<file path="config.mk">
export PLATFORM = sky130hd
export DESIGN_NAME = column_unpacker
export DESIGN_NICKNAME = d
export VERILOG_FILES = /design/src/rtl/column_unpacker.sv
export SDC_FILE = /design/constraint.sdc
export NUM_CORES = 1
export LEC_CHECK = 0
export BUFFER_PORTS_ARGS = -buffer_cell sky130_fd_sc_hd__buf_2
export CAP_MARGIN = 20
export CELL_PAD_IN_SITES_DETAIL_PLACEMENT = 0
export CELL_PAD_IN_SITES_GLOBAL_PLACEMENT = 1
export CORE_ASPECT_RATIO = 1.5
export CORE_MARGIN = 1.5
export CORE_UTILIZATION = 45
export DETAILED_ROUTE_END_ITERATION = 7
export GPL_TIMING_DRIVEN = 0
export PLACE_DENSITY_LB_ADDON = 0.3
export SKIP_LAST_GASP = 1
export SYNTH_ARGS = -nofsm -noshare
export SYNTH_HDL_FRONTEND = slang
export SYNTH_SLANG_ARGS = --single-unit
export TNS_END_PERCENT = 100
</file>
<file path="constraint.sdc">
create_clock -name clk -period 2.2 [get_ports clk]
set_input_delay 0.33 -clock clk [delete_from_list [all_inputs] [get_ports clk]]
set_output_delay 0.33 -clock clk [all_outputs]
set_load 0.02 [all_outputs]
</file>
<file path="src/rtl/column_unpacker.sv">
// column_unpacker
//   Rebuilds two 32-bit AES column words from a stream of four 16-bit half-rows.
//   Each half-row is {col0 byte, col1 byte} for one state row. Row 0 lands in
//   the MSB byte of each column word. A one-group hold buffer absorbs
//   back-pressure so the input side can keep streaming.
//
//   Optional feature: define UNPACK_SYNC_EN to enable in_first framing checks
//   and resynchronisation. Without it, in_first is ignored and sync_err is 0.
//
// Ports
//   clk, rst_n          clock (rising edge), asynchronous active-low reset
//   flush_i             synchronous abort of partial, held and output groups
//   in_valid/in_ready   half-row handshake
//   in_first            row-0 marker (UNPACK_SYNC_EN only)
//   halfRow             {col0 byte, col1 byte} of the current row
//   out_valid/out_ready column-word handshake
//   ALUoperand0/1       column 0 / column 1 words
//   sync_err            sticky framing error
module column_unpacker #(
   parameter int unsigned BYTE_W = 8
) (
   input  logic                clk,
   input  logic                rst_n,
   input  logic                flush_i,
   input  logic                in_valid,
   output logic                in_ready,
   input  logic                in_first,
   input  logic [2*BYTE_W-1:0] halfRow,
   output logic                out_valid,
   input  logic                out_ready,
   output logic [4*BYTE_W-1:0] ALUoperand0,
   output logic [4*BYTE_W-1:0] ALUoperand1,
   output logic                sync_err
);

   typedef enum logic [0:0] {StFill, StHold} state_e;

   state_e              state_q;
   logic [1:0]          row_cnt_q;
   logic [BYTE_W-1:0]   fill_hi_q [3];
   logic [BYTE_W-1:0]   fill_lo_q [3];
   logic [4*BYTE_W-1:0] hold0_q, hold1_q;
   logic [4*BYTE_W-1:0] op0_q, op1_q;
   logic                out_valid_q;
   logic                sync_err_q;

   logic                slot_free;
   logic                accept;
   logic                grp_done;
   logic                frame_err;
   logic [1:0]          wr_row;
   logic [4*BYTE_W-1:0] grp0, grp1;

   assign slot_free = !out_valid_q || out_ready;
   // Gated by rst_n so in_ready drops the moment reset is asserted.
   assign in_ready  = rst_n && (state_q == StFill) && !flush_i;
   assign accept    = in_valid && in_ready;

`ifdef UNPACK_SYNC_EN
   // A misplaced in_first restarts the group with this half-row as row 0.
   assign wr_row    = (accept && in_first && (row_cnt_q != 2'd0)) ? 2'd0 : row_cnt_q;
   assign frame_err = accept && (in_first != (row_cnt_q == 2'd0));
`else
   logic unused_in_first;
   assign unused_in_first = in_first;
   assign wr_row          = row_cnt_q;
   assign frame_err       = 1'b0;
`endif

   assign grp_done = accept && (wr_row == 2'd3);

   // Row 3 bypasses the fill buffer and is taken straight from the input.
   assign grp0 = {fill_hi_q[0], fill_hi_q[1], fill_hi_q[2], halfRow[2*BYTE_W-1:BYTE_W]};
   assign grp1 = {fill_lo_q[0], fill_lo_q[1], fill_lo_q[2], halfRow[BYTE_W-1:0]};

   always_ff @(posedge clk or negedge rst_n) begin
      if (!rst_n) begin
         state_q     <= StFill;
         row_cnt_q   <= 2'd0;
         hold0_q     <= '0;
         hold1_q     <= '0;
         op0_q       <= '0;
         op1_q       <= '0;
         out_valid_q <= 1'b0;
         sync_err_q  <= 1'b0;
         for (int i = 0; i < 3; i++) begin
            fill_hi_q[i] <= '0;
            fill_lo_q[i] <= '0;
         end
      end else begin
         // accept is already 0 during flush, so flush never masks this.
         if (frame_err) sync_err_q <= 1'b1;

         if (flush_i) begin
            state_q     <= StFill;
            row_cnt_q   <= 2'd0;
            out_valid_q <= 1'b0;
         end else begin
            if (accept) begin
               row_cnt_q <= wr_row + 2'd1;
               for (int i = 0; i < 3; i++) begin
                  if (wr_row == 2'(i)) begin
                     fill_hi_q[i] <= halfRow[2*BYTE_W-1:BYTE_W];
                     fill_lo_q[i] <= halfRow[BYTE_W-1:0];
                  end
               end
            end

            unique case (state_q)
               StHold: begin
                  if (slot_free) begin
                     op0_q       <= hold0_q;
                     op1_q       <= hold1_q;
                     out_valid_q <= 1'b1;
                     state_q     <= StFill;
                  end
               end
               StFill: begin
                  if (grp_done) begin
                     if (slot_free) begin
                        op0_q       <= grp0;
                        op1_q       <= grp1;
                        out_valid_q <= 1'b1;
                     end else begin
                        hold0_q <= grp0;
                        hold1_q <= grp1;
                        state_q <= StHold;
                     end
                  end else if (out_ready) begin
                     out_valid_q <= 1'b0;
                  end
               end
               default: state_q <= StFill;
            endcase
         end
      end
   end

   assign out_valid   = out_valid_q;
   assign ALUoperand0 = op0_q;
   assign ALUoperand1 = op1_q;
   assign sync_err    = sync_err_q;

endmodule

</file>
# == Word level (Yosys, flattened, before mapping) ==
# Index checks and enable logic that the tools add are counted.
# classes
n_addsub,1
bitwise_logic,3
shifts,0
n_eq_ne,7
reduce_logical,14
div_mod_pow,0
n_lt_le_gt_ge,0
n_mux,19
mul,0
# ops
op,count
2-to-1 mux 32 bit,6
case mux 32 bit (2 select lines),2
AND reduction 3 bit,3
AND reduction 4 bit,2
2-to-1 mux 1 bit,7
"equality test 2 bit, second input constant",2
logical AND 1 bit,4
2-to-1 mux 2 bit,2
"inequality test 2 bit, second input constant",2
"inequality test 4 bit, second input constant",1
case mux 1 bit (2 select lines),2
NOT 1 bit,3
"adder 2 x 1 -> 2 bit, second input constant",1
"equality test 2 x 1 -> 1 bit, second input constant",1
zero test 1 bit,2
zero test 2 bit,1
"inequality test 2 x 1 -> 1 bit, second input constant",1
nonzero test 2 bit,1
logical OR 1 bit,1
# word_totals
romBits,0
out_inout_bits,67
inputBits,22
latchBits,0
ram_bits,0
reg_bits,180
word_cells,57
mem_count,0

# == Longest topological paths before layout ==
# depth
ltp_word,8
ltp_mapped,6

# == Worst setup path before layout ==
# Ideal clock, no wire load.
# synth_timing
kind,flip-flop to flip-flop
start,register row_cnt_q[1]
end,"register op0_q[11], in the netlist ALUoperand0[11]"
stages_incl_launch_ff,6
arrival_time_ns,1.686
path_slack_ns,0.389
required_ns,2.075
setup_time_ns,0.125
synth_period_minus_slack_ns,1.811
cell_sequence,dfrtp_1 > ha_1 > nand4b_1 > a21oi_2 > buf_2 > mux2_2
# synth_between
elab_chain_len,4
# synth_lines
item,line_no,rtl
from (decl),39,logic [1:0] row_cnt_q;
from (signal assigned),100,row_cnt_q <= wr_row + 2'd1;
equality test 2 bit,70,assign grp_done = accept && (wr_row == 2'd3);
logical AND 1 bit,70,
inequality test 2 bit (no line),-,
AND reduction 4 bit (no line),-,
to (signal assigned),112,op0_q <= hold0_q;
to (signal assigned),121,op0_q <= grp0;
to (decl),43,"logic [4*BYTE_W-1:0] op0_q, op1_q;"
# No other way between the ends.
# A chain may end at the register's enable or synchronous reset.

# == Final worst setup path ==
# layout_timing
start,register state_q
end,output port in_ready
# layout_between
elab_chain_len,3
# layout_lines
item,line_no,rtl
from (decl),38,state_e state_q;
from (signal assigned),78,state_q <= StFill;
from (signal assigned),95,state_q <= StFill;
from (signal assigned),115,state_q <= StFill;
NOT 1 bit (no line),-,
logical AND 1 bit (2 in series),56,assign in_ready = rst_n && (state_q == StFill) && !flush_i;
to (decl),26,"output logic in_ready,"
# No other way between the ends.

==> flow_metrics.tcl <==
set metrics [dict create \
    crit_path_frequent_cell "buf_2" \
    worstPathCellList "buf_2 > buf_2 > clkbuf_4 > nor3b_2 > buf_2" \
    die_h_um 162 \
    arrival_ns 1.79 \
    ys_seq_elements 180 \
    crit_path_end_kind "primary output" \
    tritoncts "built" \
    grt_max_degree 62 \
    critPathLaunchType "flip-flop" \
    clk-insertion-delay-late_ns 0.42 \
    dr.pass1.iters 4 \
    antennaDiodeCount 0 \
    htree_levels 4 \
    pwr-share-clk_pct 41.4 \
    wl_per_cell_um 19.3 \
    outcome "finished, final reports clean" \
    p_per_area_nw_per_um2 826 \
    seq_power_share_pct 49.3 \
    fin_nets 610 \
    fin_crit_ns 2.12 \
    cp_slowest_cell "dfrtp_1" \
    cts_sinks 180 \
    fp.dieArea_um2 17700 \
    row_count 58 \
    drt_iter0_drc 78 \
    power_switching_mw 1.76 \
    synth.avg_cell_area_um2 16.2 \
    core_area_um2 16600 \
    clockBufferDepth 2 \
    setup_tns_ns 0 \
    cpPeakStageDelay_ns 0.36 \
    hp-class "input pin to asynchronous set/reset pin" \
    port_buffers 86 \
    setup_violations 0 \
    fin_util_pct 54.7 \
    dieWidth_um 109 \
    syn_area_um2 7600 \
    worst_pin_slew_ns 0.722 \
    max_slew_margin_pct 51.9 \
    fmax_mhz 471 \
    routed_via_density 5.17 \
    synthCells 470 \
    worstPathRequired_ns 1.87 \
    layout-area-overhead-vs-synth_pct 19.7 \
    placed_area_um2 8330 \
    routed_wl_mm 15.5 \
    cap_violations 0 \
    clk_pin_slew_ns 0.06 \
    finalHoldViolCount 0 \
    cp-startpoint "state_q$_DFF_PN0_" \
    leakagePower_nw 4.71 \
    ys_seq_area_share_pct 59.3 \
    comb_power_share_pct 9.3 \
    first_global_vias 4589 \
    gpl.final_weighted_congestion 0.707 \
    maxSlewViolCount 0 \
    grt_pass1_wl_mm 25.2 \
    crit_fanout 10 \
    intPower_mw 5.75 \
    numCtsBuffers 17 \
    n_fill_cell 1383 \
    drive_above_1_share_pct 65.5 \
    critPathBufInv 4 \
    dp_slack_ns -0.833 \
    critical_path_class "flip-flop to primary output" \
    switching_share_pct 23.4 \
    gr-total-overflow 0 \
    syn_nets 496 \
    drc 0 \
    grt_usage_pct 19.3 \
    crit_family "buffers and inverters" \
    clockRootBuffer "clkbuf_16" \
    period_share_pct 96.5 \
    rr_startpoint "state_q$_DFF_PN0_" \
    antenna_found_initial 0 \
    finalWorstSetupSlack_ns 0.0776 \
    yosysWarnings 0 \
    finalClockSkew_ns 0.00963 \
    hpwl_mm 10.4 \
    final_area_um2 9100 \
    start_util_pct 45.7 \
    irDropWorstVdd_uv 481 \
    ios 89 \
    rsz0062_at_grt "false" \
    ant_nets 0 \
    yosysUniqueCellTypes 27 \
    vias 4173 \
]
cell families after synthesis:
kind of cell / synth area share, %
other: 0.0493
buffers and inverters: 2.49
XOR/XNOR: 0.115
adder cells (fa/ha/maj): 0.658
AND/OR/NAND/NOR: 1.28
flip-flops: 59.3
multiplexers: 35.8
AO/OA/AOI/OAI: 0.313
worst reg2reg max path, stage by stage, from the launching register on:
cell     delay (ns)
dfrtp_1        0.33
buf_2          0.14
buf_2          0.31
buf_1          0.50
mux2_2         0.40
mux2_2         0.26
sequential cells by signal, indices dropped and copies added, names as in the netlist:
| name | cells |
|---|---|
| hold0_q | 32 |
| fill_hi_q | 24 |
| row_cnt_q | 2 |
| out_valid | 1 |
| hold1_q | 32 |
| state_q | 1 |
| fill_lo_q | 24 |
| ALUoperand1 | 32 |
| ALUoperand0 | 32 |
routing by layer:
metal / wire (um) / share of wire (%) / track usage, %
met3: 507 / 3.3 / 3.69
met4: 168 / 1.1 / 5.38
met5: 0 / 0 / 0
met1: 6380 / 41 / 23.0
met2: 8490 / 55 / 34.7
cells in the mapped netlist:
cell | count | area [um2]
mux2_1 | 2 | 22.5
and4bb_2 | 1 | 12.5
a21boi_0 | 1 | 7.51
mux2i_1 | 1 | 10.0
clkbuf_1 | 3 | 11.3
buf_2 | 7 | 35.0
conb_1 | 1 | 3.75
buf_1 | 2 | 7.51
inv_1 | 2 | 7.51
nor2_1 | 3 | 11.3
mux2_4 | 3 | 45.0
a211oi_1 | 1 | 7.51
a21oi_2 | 1 | 8.76
nand3_4 | 1 | 17.5
buf_6 | 3 | 33.8
nand3b_1 | 1 | 7.51
buf_4 | 7 | 52.6
mux2_2 | 235 | 2650
nand2_2 | 3 | 18.8
ha_1 | 4 | 50.1
and2b_1 | 1 | 7.51
nand2b_1 | 1 | 6.26
nor3b_1 | 1 | 7.51
xnor2_1 | 1 | 8.76
dfrtp_1 | 180 | 4500
nand4b_1 | 1 | 8.76
clkbuf_8 | 3 | 41.3
placed cells by master, fill, tap and decap left out, types with 2 or more instances in the layout:
cell,n
ha_1,4
inv_1,2
clkbuf_16,17
dfrtp_1,180
clkbuf_8,3
clkinv_4,2
mux2_4,3
bufinv_16,3
mux2_2,235
clkinvlp_4,3
buf_6,3
inv_6,4
buf_2,91
clkbuf_1,5
nor2_1,3
mux2_1,2
nand2_2,3
buf_4,11
buf_16,4
cell type report:
cell class / count / area [um2] / share of cell area, %
plain buffers: 25 / 185 / 2.04
clock buffers: 19 / 433 / 4.76
clock inverters: 13 / 170 / 1.87
inverters: 2 / 7.51 / 0.0825
multi-input cells: 263 / 2920 / 32.1
flip-flops and latches: 180 / 4500 / 49.5
well taps: 210 / 263 / 2.89
repair buffers: 95 / 613 / 6.74
what timing repair did:
action                                  CTS  global route
hold buffers                              3             0
setup buffers                             0             4
endpoints found under the hold margin    60             0
resized for setup                         1             3
pin swaps                                 0             1
gates cloned                              1             0
endpoints found under the setup margin  125            12
through the flow:
| stage | instances | hold slack [ns] | power [mW] |
|---|---|---|---|
| 3_5_place_dp | 767 | 0.305 | 4.46 |
| 5_1_grt | 807 | 0.0423 | 7.86 |
| 3_3_place_gp | 766 | 0.468 | 4.40 |
| 2_1_floorplan | 470 | 0.0344 | 4.18 |
| 4_1_cts | 803 | 0.0397 | 7.61 |
| 6_report | 807 | 0.0325 | 7.52 |
final timing paths:
| kind | end | slack (ns) | cells after the start |
|---|---|---|---|
| worst max-delay path | in_ready | 0.08 | 5 |
| worst min-delay path | ALUoperand0[22]$_DFFE_PN0P_ | 0.03 | 3 |
| worst max register to register | ALUoperand0[13]$_DFFE_PN0P_ | 0.15 | 5 |
| worst min register to register | hold0_q[30]$_DFFE_PN0P_ | 0.49 | 1 |
| max in group asynchronous | ALUoperand1[6]$_DFFE_PN0P_ | 1.85 | 2 |
| min in group clk | row_cnt_q[1]$_DFFE_PN0P_ | 0.16 | 2 |
power groups by stage:
stage	Combinational [mW]	Clock (mW)	Sequential [mW]
after detailed placement	0.683	0	3.77
after floorplan	0.421	0	3.75
after global routing	0.775	3.34	3.74
after global placement	0.651	0	3.75
after CTS	0.718	3.18	3.71
final	0.699	3.11	3.71
(Power assumes the default switching activity.)
